==> config.mk <==
export PLATFORM = sky130hd
export DESIGN_NAME = pc_stack
export DESIGN_NICKNAME = d
export VERILOG_FILES = /design/src/rtl/pc_pkg.sv /design/src/rtl/lifo_stack.sv /design/src/rtl/pc_stack.sv
export SDC_FILE = /design/constraint.sdc
export NUM_CORES = 1
export LEC_CHECK = 0
export ABC_AREA = 1
export CAP_MARGIN = 20
export CORE_MARGIN = 2
export CORE_UTILIZATION = 45
export CTS_CLUSTER_DIAMETER = 200
export CTS_CLUSTER_SIZE = 16
export DETAILED_ROUTE_END_ITERATION = 16
export SLEW_MARGIN = 20
export SYNTH_ARGS = -nofsm -noshare
export SYNTH_HDL_FRONTEND = slang
export SYNTH_HIERARCHICAL = 1
export SYNTH_SLANG_ARGS = --single-unit
export TNS_END_PERCENT = 1
==> constraint.sdc <==
create_clock -name clk -period 4.8 [get_ports clk]
set_input_delay 0.96 -clock clk [delete_from_list [all_inputs] [get_ports clk]]
set_output_delay 0.96 -clock clk [all_outputs]
set_load 0.01 [all_outputs]
==> src/rtl/pc_pkg.sv <==
// pc_pkg: constants and types shared by the program-counter stack.
//   DEF_WIDTH / DEF_DEPTH : default PC width and return-stack depth
//   op_e                  : the single operation applied in a cycle,
//                           listed in priority order
package pc_pkg;

    localparam int DEF_WIDTH = 16;
    localparam int DEF_DEPTH = 8;

    typedef enum logic [2:0] {
        OP_CLR  = 3'd0,
        OP_RET  = 3'd1,
        OP_CALL = 3'd2,
        OP_LOAD = 3'd3,
        OP_INC  = 3'd4,
        OP_HOLD = 3'd5
    } op_e;

endpackage

==> src/rtl/lifo_stack.sv <==
// lifo_stack: return-address LIFO for pc_stack.
//   clk, rst_n : clock, asynchronous active-low reset (clears count only)
//   clr        : synchronous clear of count
//   push/wdata : write wdata at entry count and grow by one (ignored when full)
//   pop        : shrink by one (ignored when empty)
//   top        : newest valid entry, all-zero when empty
//   count      : number of valid entries; full/empty decode it
module lifo_stack #(
    parameter int WIDTH = 16,
    parameter int DEPTH = 8
) (
    input  logic                       clk,
    input  logic                       rst_n,
    input  logic                       clr,
    input  logic                       push,
    input  logic                       pop,
    input  logic [WIDTH-1:0]           wdata,
    output logic [WIDTH-1:0]           top,
    output logic [$clog2(DEPTH+1)-1:0] count,
    output logic                       full,
    output logic                       empty
);

    localparam int CW = $clog2(DEPTH+1);
    localparam int AW = $clog2(DEPTH);
    localparam logic [CW-1:0] FULL_CNT = CW'(DEPTH);
    localparam logic [CW-1:0] CNT_ONE  = {{(CW-1){1'b0}}, 1'b1};
    localparam logic [AW-1:0] IDX_ONE  = {{(AW-1){1'b0}}, 1'b1};

    logic [WIDTH-1:0] mem [DEPTH];
    logic [AW-1:0]    wr_idx;
    logic [AW-1:0]    top_idx;
    logic             do_push;
    logic             do_pop;

    assign full    = (count == FULL_CNT);
    assign empty   = (count == '0);
    assign do_push = push && !full && !clr;
    assign do_pop  = pop && !empty && !clr && !push;

    // DEPTH is a power of two, so the low bits of count address the next free
    // slot, and subtracting one modulo DEPTH addresses the newest entry even
    // when count == DEPTH.
    assign wr_idx  = count[AW-1:0];
    assign top_idx = wr_idx - IDX_ONE;
    assign top     = empty ? '0 : mem[top_idx];

    always_ff @(posedge clk or negedge rst_n) begin
        if (!rst_n) begin
            count <= '0;
        end else if (clr) begin
            count <= '0;
        end else if (do_push) begin
            count <= count + CNT_ONE;
        end else if (do_pop) begin
            count <= count - CNT_ONE;
        end
    end

    // Storage is never reset: entries at or above count are invalid anyway.
    always_ff @(posedge clk) begin
        if (do_push) begin
            mem[wr_idx] <= wdata;
        end
    end

endmodule

==> src/rtl/pc_stack.sv <==
// pc_stack: program counter with a return-address stack.
//   clk, rst_n        : clock, asynchronous active-low reset
//   clr               : synchronous clear of PC, stack and flags
//   ret / call / load / inc : operations, priority clr > ret > call > load > inc
//   din               : call / load target
//   out               : registered program counter
//   top, count        : stack top (zero when empty) and entry count
//   full, empty       : decodes of count
//   wrap              : one-cycle pulse after an increment from all-ones
//   ovf, unf          : sticky call-when-full / ret-when-empty flags
module pc_stack
    import pc_pkg::*;
#(
    parameter int WIDTH = DEF_WIDTH,
    parameter int DEPTH = DEF_DEPTH
) (
    input  logic                       clk,
    input  logic                       rst_n,
    input  logic                       clr,
    input  logic                       load,
    input  logic                       inc,
    input  logic                       call,
    input  logic                       ret,
    input  logic [WIDTH-1:0]           din,
    output logic [WIDTH-1:0]           out,
    output logic [WIDTH-1:0]           top,
    output logic [$clog2(DEPTH+1)-1:0] count,
    output logic                       full,
    output logic                       empty,
    output logic                       wrap,
    output logic                       ovf,
    output logic                       unf
);

    localparam logic [WIDTH-1:0] PC_ONE = {{(WIDTH-1){1'b0}}, 1'b1};

    op_e              op;
    logic [WIDTH-1:0] pc_next;

    always_comb begin
        op = OP_HOLD;
        if (clr)       op = OP_CLR;
        else if (ret)  op = OP_RET;
        else if (call) op = OP_CALL;
        else if (load) op = OP_LOAD;
        else if (inc)  op = OP_INC;
    end

    assign pc_next = out + PC_ONE;

    lifo_stack #(
        .WIDTH (WIDTH),
        .DEPTH (DEPTH)
    ) u_stack (
        .clk   (clk),
        .rst_n (rst_n),
        .clr   (op == OP_CLR),
        .push  (op == OP_CALL),
        .pop   (op == OP_RET),
        .wdata (pc_next),
        .top   (top),
        .count (count),
        .full  (full),
        .empty (empty)
    );

    always_ff @(posedge clk or negedge rst_n) begin
        if (!rst_n) begin
            out  <= '0;
            wrap <= 1'b0;
            ovf  <= 1'b0;
            unf  <= 1'b0;
        end else begin
            wrap <= 1'b0;
            case (op)
                OP_CLR: begin
                    out <= '0;
                    ovf <= 1'b0;
                    unf <= 1'b0;
                end
                OP_RET: begin
                    if (empty) unf <= 1'b1;
                    else       out <= top;
                end
                OP_CALL: begin
                    if (full) ovf <= 1'b1;
                    else      out <= din;
                end
                OP_LOAD: out <= din;
                OP_INC: begin
                    out  <= pc_next;
                    wrap <= &out;
                end
                default: ;
            endcase
        end
    end

endmodule

==> results.ini, run 1 <==
[clock_tree]
tritoncts = built
clkLatencyLatePin_ps = 430
h-tree-depth = 4
cts_buffer_depth = 2
cts_post_setup_buffers_inserted = 0
cts_resized = 0
path_clk_slew_ps = 60
clock_sinks = 151
ctsHoldBuffers = 0
cts_root_buffer = clkbuf_16
cts_inserted_buffers = 17

[global_routing]
grt_max_degree = 70
grt_pass1_wl_mm = 28.5
grt_pass1_vias = 5236
overflow = 0
antenna_found_initial = 0
grt_use_total = 0.226

[place]
gp_congestion = 0.877
portBuffers = 63
dp_hpwl_mm = 11.7

[critical_path]
cpMaxStageDelayCell = ha_1
crit_path_end_kind = output pin
worstSetupPathType = flip-flop to output pin
cpLargestDelayFamily = buffers and inverters
crit_required_ps = 3840
cp.arrival_ps = 3330
crit_path_max_incr_delay_ps = 730
worstPathCellList = inv_1, ha_1, buf_4, o21ai_0, o21ai_0, nor2_1, nor2_1, clkdlybuf4s50_1
cp-start-kind = flip-flop
crit_buf_inv = 3
path_max_fanout = 18

[synthesis]
synth_largest_area_cell = edfxtp_1
synthCells = 733
yosysWarnings = 6
yosysSeqAreaShare = 0.620
async_flop_share = 0.152
synth.top_cells.by_area = edfxtp_1 54%, nor2_1 9.1%, dfrtp_1 8.1%
synth_edf_count = 128
synth_cell_types = 32
synth_area_um2 = 7120
synth_nets = 761
synth_commonest_cells = 173 x nor2_1, 153 x nand2_1, 128 x edfxtp_1
yosysMostFrequentCell = nor2_1
synth_flop_cell = edfxtp_1
syn_area_per_cell_um2 = 9.72
synth_top_area_frac = 0.540
synth-seq-cells = 151

[die]
ios = 64
dieArea_um2 = 16900
start_util = 0.465
fp.dieW_um = 130
rows = 45
coreArea_um2 = 15300
die_h_um = 130

[detailed_routing]
vias = 5398
first_pass_iters = 5
final_antenna_net_count = 0
wirelength_mm = 17.9
drt_iter0_markers = 468
via_per_inst = 5.28
drc = 0
wl_per_cell_um = 17.5

[outcome]
status = finished clean

[finish]
layout-drive-gt1-share = 0.0874
syn2layout_area_growth_pct = 20.3
final_core_util = 0.560
num_antenna_cells = 0
fin_nets = 827

[job]
maxCapViolCount = 0

[sta]
fin_setup_tns_ps = 0
hold_violations = 0
min_period_over_period = 0.894
drv_slew = 0
finalSetupViolCount = 0
grt_setup_unrepaired = no
relSlewSlack = 0.446
clock.fmax_ghz = 0.233
period_needed_ps = 4290
skew_ps = 8.75
worst_pin_slew_ps = 829

[pwr]
p_leak_nw = 3.28
p_per_area_nw_per_um2 = 645
vdd_drop_max_mv = 0.343
power_mw = 5.53

[min_path]
min_path_type = flip-flop to flip-flop

==> cell usage in the layout, fill, tap and decap left out, drive strengths merged <==
cell type and count:
clkinv 5, xor2 4, nor2 182, nand4 7, clkinvlp 3, and3 1, ha 4, nor3b 1
edfxtp 128, xnor2 1, dfrtp 23, nor3 1, and2 10, inv 41, nor4 1, clkbuf 18
nand3 49, fa 1, a21oi 1, buf 15, nand2 155, o21ai 94, bufinv 4, clkdlybuf4s50 63
==> per-layer routing <==
layer  GRT usage  up-vias  routed length [µm]
met5           0        -                   0
met4      0.0683        0                 214
met3      0.0406       17                 930
met2       0.354      163                8280
met1       0.326     2631                8450
li1            -     2587                   -
==> state kept, by name, indices dropped and copies added, names as in the netlist <==
name and count:
ovf 1, wrap 1, out 16, u_stack/mem 128, unf 1, u_stack/count 4
==> worst register-to-register path: cells and delay by family (launching register included) <==
kind / cells / cell delay, ps
DFF: 1 / 410
adders and majority gates: 1 / 730
AOI/OAI and AO/OA: 2 / 340
and+or+nand+nor: 7 / 740
buffers and inverters: 3 / 530
==> worst paths after layout <==
path,cells past startpoint,start,slack (ps),end
setup / recovery,8,u_stack/count[1],510,top[11]
setup reg to reg,13,u_stack/count[1],2000,out[11]
min in group asynchronous,2,rst_n,900,out[12]
hold / removal,2,ovf,510,ovf
hold reg to reg,2,ovf,510,ovf
max in group asynchronous,2,rst_n,3620,u_stack/count[0]
==> final cells by class <==
cell class | instances | area (µm²)
clock inverters | 14 | 199
well taps | 211 | 264
clock buffers | 18 | 429
fillers | 1365 | 6750
flip-flops and latches | 151 | 4420
multi-input cells | 512 | 2330
inverters | 39 | 148
repair buffers | 78 | 781
==> cell families (layout without fill, tap and decap cells) <==
| kind of cell | Yosys count | in the layout | share of synthesized area |
|---|---|---|---|
| buffers and inverters | 70 | 149 | 0.0527 |
| DFF | 151 | 151 | 0.620 |
| adders and majority gates | 5 | 5 | 0.00984 |
| xor gates and xnor gates | 5 | 5 | 0.00615 |
| and+or+nand+nor | 407 | 407 | 0.241 |
| AOI/OAI and AO/OA | 95 | 95 | 0.0699 |
==> power breakdown <==
part	total [mW]	switching [mW]	internal, mW
sequential	1.72	0.0988	1.62
clock	1.42	0.541	0.875
combinational	2.40	1.50	0.894
total	5.53	2.14	3.39
==> through the flow <==
step	hold WS [ps]	instance area (µm²)	std cells	worst slack, ps
3_3_place_gp	491	7940	991	912
5_1_grt	552	8570	1023	281
4_1_cts	517	8570	1023	488
2_1_floorplan	536	7120	733	1880
3_5_place_dp	502	7940	991	810
6_report	508	8570	1023	510
Power figures use the tool's default switching activity.
==> run 2: changes to the inputs <==
--- a/config.mk
+++ b/config.mk
@@ -10,8 +10,9 @@
 export CORE_MARGIN = 2
 export CORE_UTILIZATION = 45
+export CTS_BUF_LIST = sky130_fd_sc_hd__clkbuf_2 sky130_fd_sc_hd__clkbuf_4 sky130_fd_sc_hd__clkbuf_8
 export CTS_CLUSTER_DIAMETER = 200
 export CTS_CLUSTER_SIZE = 16
 export DETAILED_ROUTE_END_ITERATION = 16
-export SLEW_MARGIN = 20
+export SLEW_MARGIN = 0
 export SYNTH_ARGS = -nofsm -noshare
 export SYNTH_HDL_FRONTEND = slang
==> constraint.sdc (replaced) <==
create_clock -name clk -period 4.8 [get_ports clk]
set_input_delay 0.48 -clock clk [delete_from_list [all_inputs] [get_ports clk]]
set_output_delay 0.48 -clock clk [all_outputs]
set_load 0.01 [all_outputs]
==> results.ini, run 2 (same netlist as run 1, synthesis figures left out) <==
[outcome]
status = finished clean

[finish]
num_antenna_cells = 0
largest_reg_flops = 128
syn2layout_area_growth_pct = 16.1
n_fill_cell = 1399
fin_nets = 825
final_common_cell = nor2_1
reg.largest.list = u_stack/mem: 128 flops, out: 16 flops, u_stack/count: 4 flops
final_cell_mix = 173 x nor2_1, 153 x nand2_1, 128 x edfxtp_1
largest-register = u_stack/mem
layout-drive-gt1-share = 0.0852

[min_path]
min_path_type = input port to asynchronous set/reset pin

[global_routing]
overflow = 0
grt_pass1_vias = 4981
grt_max_degree = 70
grt_pass1_wl_mm = 27.0
antenna_found_initial = 0
grt_use_total = 0.213

[critical_path]
r2r-end = out[14]
cpLargestDelayFamily = buffers and inverters
crit_required_ps = 4320
cp-start-kind = flip-flop
cp.arrival_ps = 3220
worstSetupPathType = flip-flop to output pin
crit_buf_inv = 3
r2r_slack_ps = 2170
reg2regPathDepth = 10
path_max_fanout = 19
crit_path_end_kind = output pin
cpMaxStageDelayCell = clkdlybuf4s50_1
r2r-start = u_stack/count[1]
worstPathCellList = inv_1, ha_1, buf_4, o21ai_0, o21ai_0, nor2_1, nor2_1, clkdlybuf4s50_1
crit_path_max_incr_delay_ps = 600

[sta]
hold_violations = 0
relSlewSlack = 0.400
clock.fmax_ghz = 0.270
drv_slew = 0
skew_ps = 9.80
finalSetupViolCount = 0
setup_ws_ps = 1100
fin_setup_tns_ps = 0
min_period_over_period = 0.770
period_needed_ps = 3700
grt_setup_unrepaired = no
worst_pin_slew_ps = 897

[die]
fp.dieW_um = 130
rows = 45
die_h_um = 130
coreArea_um2 = 15300
dieArea_um2 = 16900
ios = 64
start_util = 0.465

[clock_tree]
clock_sinks = 151
cts_root_buffer = clkbuf_8
cts_post_setup_buffers_inserted = 0
clkLatencyLatePin_ps = 450
cts_resized = 0
path_clk_slew_ps = 80
cts_buffer_depth = 2
ctsHoldBuffers = 0
cts_inserted_buffers = 17
tritoncts = built
h-tree-depth = 4

[detailed_routing]
drt_iter0_markers = 557
first_pass_iters = 5
via_per_inst = 5.19
drc = 0
vias = 5300
wirelength_mm = 17.1
final_antenna_net_count = 0
wl_per_cell_um = 16.8

[pwr]
power_mw = 5.01
p_leak_nw = 3.15
p_per_area_nw_per_um2 = 606
vdd_drop_max_mv = 0.309

[place]
portBuffers = 63
dp_hpwl_mm = 11.2
dpl_worst_slack_ps = 1470
gp_congestion = 0.891

[job]
maxCapViolCount = 0

-- run 2: worst max path at each step --
stage                     startpoint            endpoint  slack [ps]  cells after the start
floorplan           u_stack/count[0]   u_stack/mem[1][0]        2150                      9
global placement                 clr  u_stack/mem[4][12]        1510                      9
detailed placement               clr  u_stack/mem[6][12]        1470                      9
CTS                 u_stack/count[1]              top[1]        1100                      8
global route        u_stack/count[1]              top[1]         910                      8
finish              u_stack/count[1]              top[1]        1100                      8
-- run 2: area by class of cell --
cell class,instances,area (µm²),area share
sequential,151,4420,0.534
multi-input combinational,512,2330,0.282
timing repair buffer,76,748,0.0905
tap,211,264,0.0319
clock buffer,17,234,0.0283
inverter,39,148,0.0178
clock inverter,15,129,0.0156
-- run 2: report_power, final --
part | internal (mW) | switching, mW | leakage, nW | total [mW]
Combinational | 0.885 | 1.52 | 1.50 | 2.40
Clock | 0.410 | 0.485 | 0.182 | 0.895
Sequential | 1.61 | 0.0990 | 1.47 | 1.71
-- run 2: routing by layer --
metal | share of wire | wire length (µm) | GRT usage | vias to the layer above
met2 | 0.46 | 7800 | 0.329 | 184
met4 | 0.013 | 216 | 0.0651 | 0
met3 | 0.059 | 1020 | 0.0369 | 20
li1 | - | - | - | 2584
met5 | 0 | 0 | 0 | -
met1 | 0.47 | 8080 | 0.311 | 2512
-- run 2: stage by stage --
step | instance area (µm²) | utilization | hold slack (ps) | instances
finish | 8270 | 0.540 | 375 | 1021
global route | 8270 | 0.540 | 377 | 1021
CTS | 8270 | 0.540 | 362 | 1021
detailed placement | 7910 | 0.516 | 510 | 989
global placement | 7880 | 0.515 | 490 | 988
floorplan | 7120 | - | 184 | 733
-- run 2: worst reg2reg max path, stage by stage, from the launching register on --
cell and delay, ps:
dfrtp_1 410, inv_1 140, ha_1 280, nand3_2 350
inv_1 160, nand2_2 110, o21ai_2 70, nor2_4 480
clkinv_2 350, nand2_1 120, nand2_1 60
==> run 3: changes to the inputs <==
Settings changed: PLACE_DENSITY set to 0.67.
Clock period 4.8 ns to 3.4 ns, I/O delays scaled along.
==> results.ini, run 3 (same netlist as run 1, synthesis figures left out) <==
[outcome]
status = finished clean

[finish]
multi_input_area_um2 = 2350
largest_reg_flops = 128
syn2layout_area_growth_pct = 18.4
largest-register = u_stack/mem
register_area_um2 = 4420
num_antenna_cells = 0
fin_nets = 826
layout-drive-gt1-share = 0.0925
n_fill_cell = 1356
reg.largest.list = u_stack/mem: 128 flops, out: 16 flops, u_stack/count: 4 flops
final_cell_mix = 171 x nor2_1, 153 x nand2_1, 128 x edfxtp_1
final_common_cell = nor2_1

[pwr]
p_leak_nw = 3.22
vdd_drop_max_mv = 0.410
p_per_area_nw_per_um2 = 882
power_mw = 7.44

[clock_tree]
ctsHoldBuffers = 0
cts_post_setup_buffers_inserted = 0
clkLatencyLatePin_ps = 450
cts_root_buffer = clkbuf_8
h-tree-depth = 4
clock_sinks = 151
cts_buffer_depth = 2
tritoncts = built
cts_inserted_buffers = 17
path_clk_slew_ps = 80

[critical_path]
worstSetupPathType = flip-flop to output pin
crit_buf_inv = 3
crit_path_end_kind = output pin
crit_required_ps = 3060
worstPathCellList = inv_2, buf_4, o21ai_0, nand3_1, nand2_1, nor2_1, clkdlybuf4s50_1
reg2regPathDepth = 10
r2r-start = u_stack/count[1]
cpLargestDelayFamily = buffers and inverters
cpMaxStageDelayCell = clkdlybuf4s50_1
r2r_slack_ps = 850
r2r-end = out[12]
cp-start-kind = flip-flop
path_max_fanout = 69
crit_path_max_incr_delay_ps = 600
cp.arrival_ps = 2860

[global_routing]
grt_max_degree = 70
grt_pass1_vias = 5448
grt_pass1_wl_mm = 28.2
grt_use_total = 0.221
overflow = 0
antenna_found_initial = 0

[sta]
clock.fmax_ghz = 0.312
drv_slew = 0
finalSetupViolCount = 0
setup_ws_ps = 197
period_needed_ps = 3200
holdWs_ps = 208
min_period_over_period = 0.942
relSlewSlack = 0.458
skew_ps = 9.74
worst_pin_slew_ps = 811
hold_violations = 0

[place]
gp_congestion = 0.894
dp_hpwl_mm = 11.2
dpl_worst_slack_ps = 502
portBuffers = 63

[die]
ios = 64
coreArea_um2 = 15300
rows = 45
start_util = 0.465
fp.dieW_um = 130
die_h_um = 130
dieArea_um2 = 16900

[detailed_routing]
final_antenna_net_count = 0
drt_iter0_markers = 529
vias = 5416
wirelength_mm = 17.5
via_per_inst = 5.30
drc = 0
wl_per_cell_um = 17.2
first_pass_iters = 5

[min_path]
min_path_type = input port to asynchronous set/reset pin

[job]
maxCapViolCount = 0

run 3: worst register-to-register path, cell delays in order (launching register included):
cell	delay, ps
dfrtp_1	430
inv_1	150
ha_4	210
nand3_2	330
inv_1	160
nand2_2	120
o21ai_2	70
nor2_4	460
clkinv_2	330
nand2_1	140
nand2_1	60
run 3: area by class of cell:
class / instances / area share
well taps: 211 / 0.0313
flip-flops and latches: 151 / 0.524
multi-input cells: 512 / 0.278
repair buffers: 77 / 0.0911
clock buffers: 17 / 0.0278
clock inverters: 15 / 0.0297
inverters: 39 / 0.0175
run 3: stage by stage:
stage	setup TNS, ps	std cells	instance area, µm²	utilization
detailed placement	0	990	7930	0.518
global placement	0	989	7900	0.516
global route	-1.60	1022	8430	0.550
finish	0	1022	8430	0.550
floorplan	0	733	7120	-
CTS	0	1022	8420	0.550
run 3: worst max-delay path by stage:
stage / slack, ps / startpoint / depth (start not counted) / to
2_1_floorplan: 750 / u_stack/count[0] / 9 / u_stack/mem[1][0]
3_3_place_gp: 560 / u_stack/count[1] / 9 / top[6]
3_5_place_dp: 500 / u_stack/count[1] / 9 / top[6]
4_1_cts: 60 / u_stack/count[1] / 8 / top[5]
5_1_grt: -2 / u_stack/count[1] / 8 / top[6]
6_report: 200 / u_stack/count[0] / 7 / top[6]
run 3: where the power goes:
group	switching (mW)	leakage [nW]	internal [mW]
sequential	0.138	1.47	2.28
combinational	2.07	1.51	1.30
clock	0.693	0.234	0.953
total	2.90	3.22	4.53
run 3: per-layer routing:
layer	track usage	vias up	part of all wire
met3	0.0394	20	0.065
met4	0.0911	0	0.011
met1	0.297	2570	0.44
li1	-	2588	-
met2	0.356	238	0.48
met5	0	-	0
run 3: repair_timing:
item	4_1_cts	5_1_grt
setup endpoints to repair	3	10
gates resized for setup	1	3
cloned	0	0
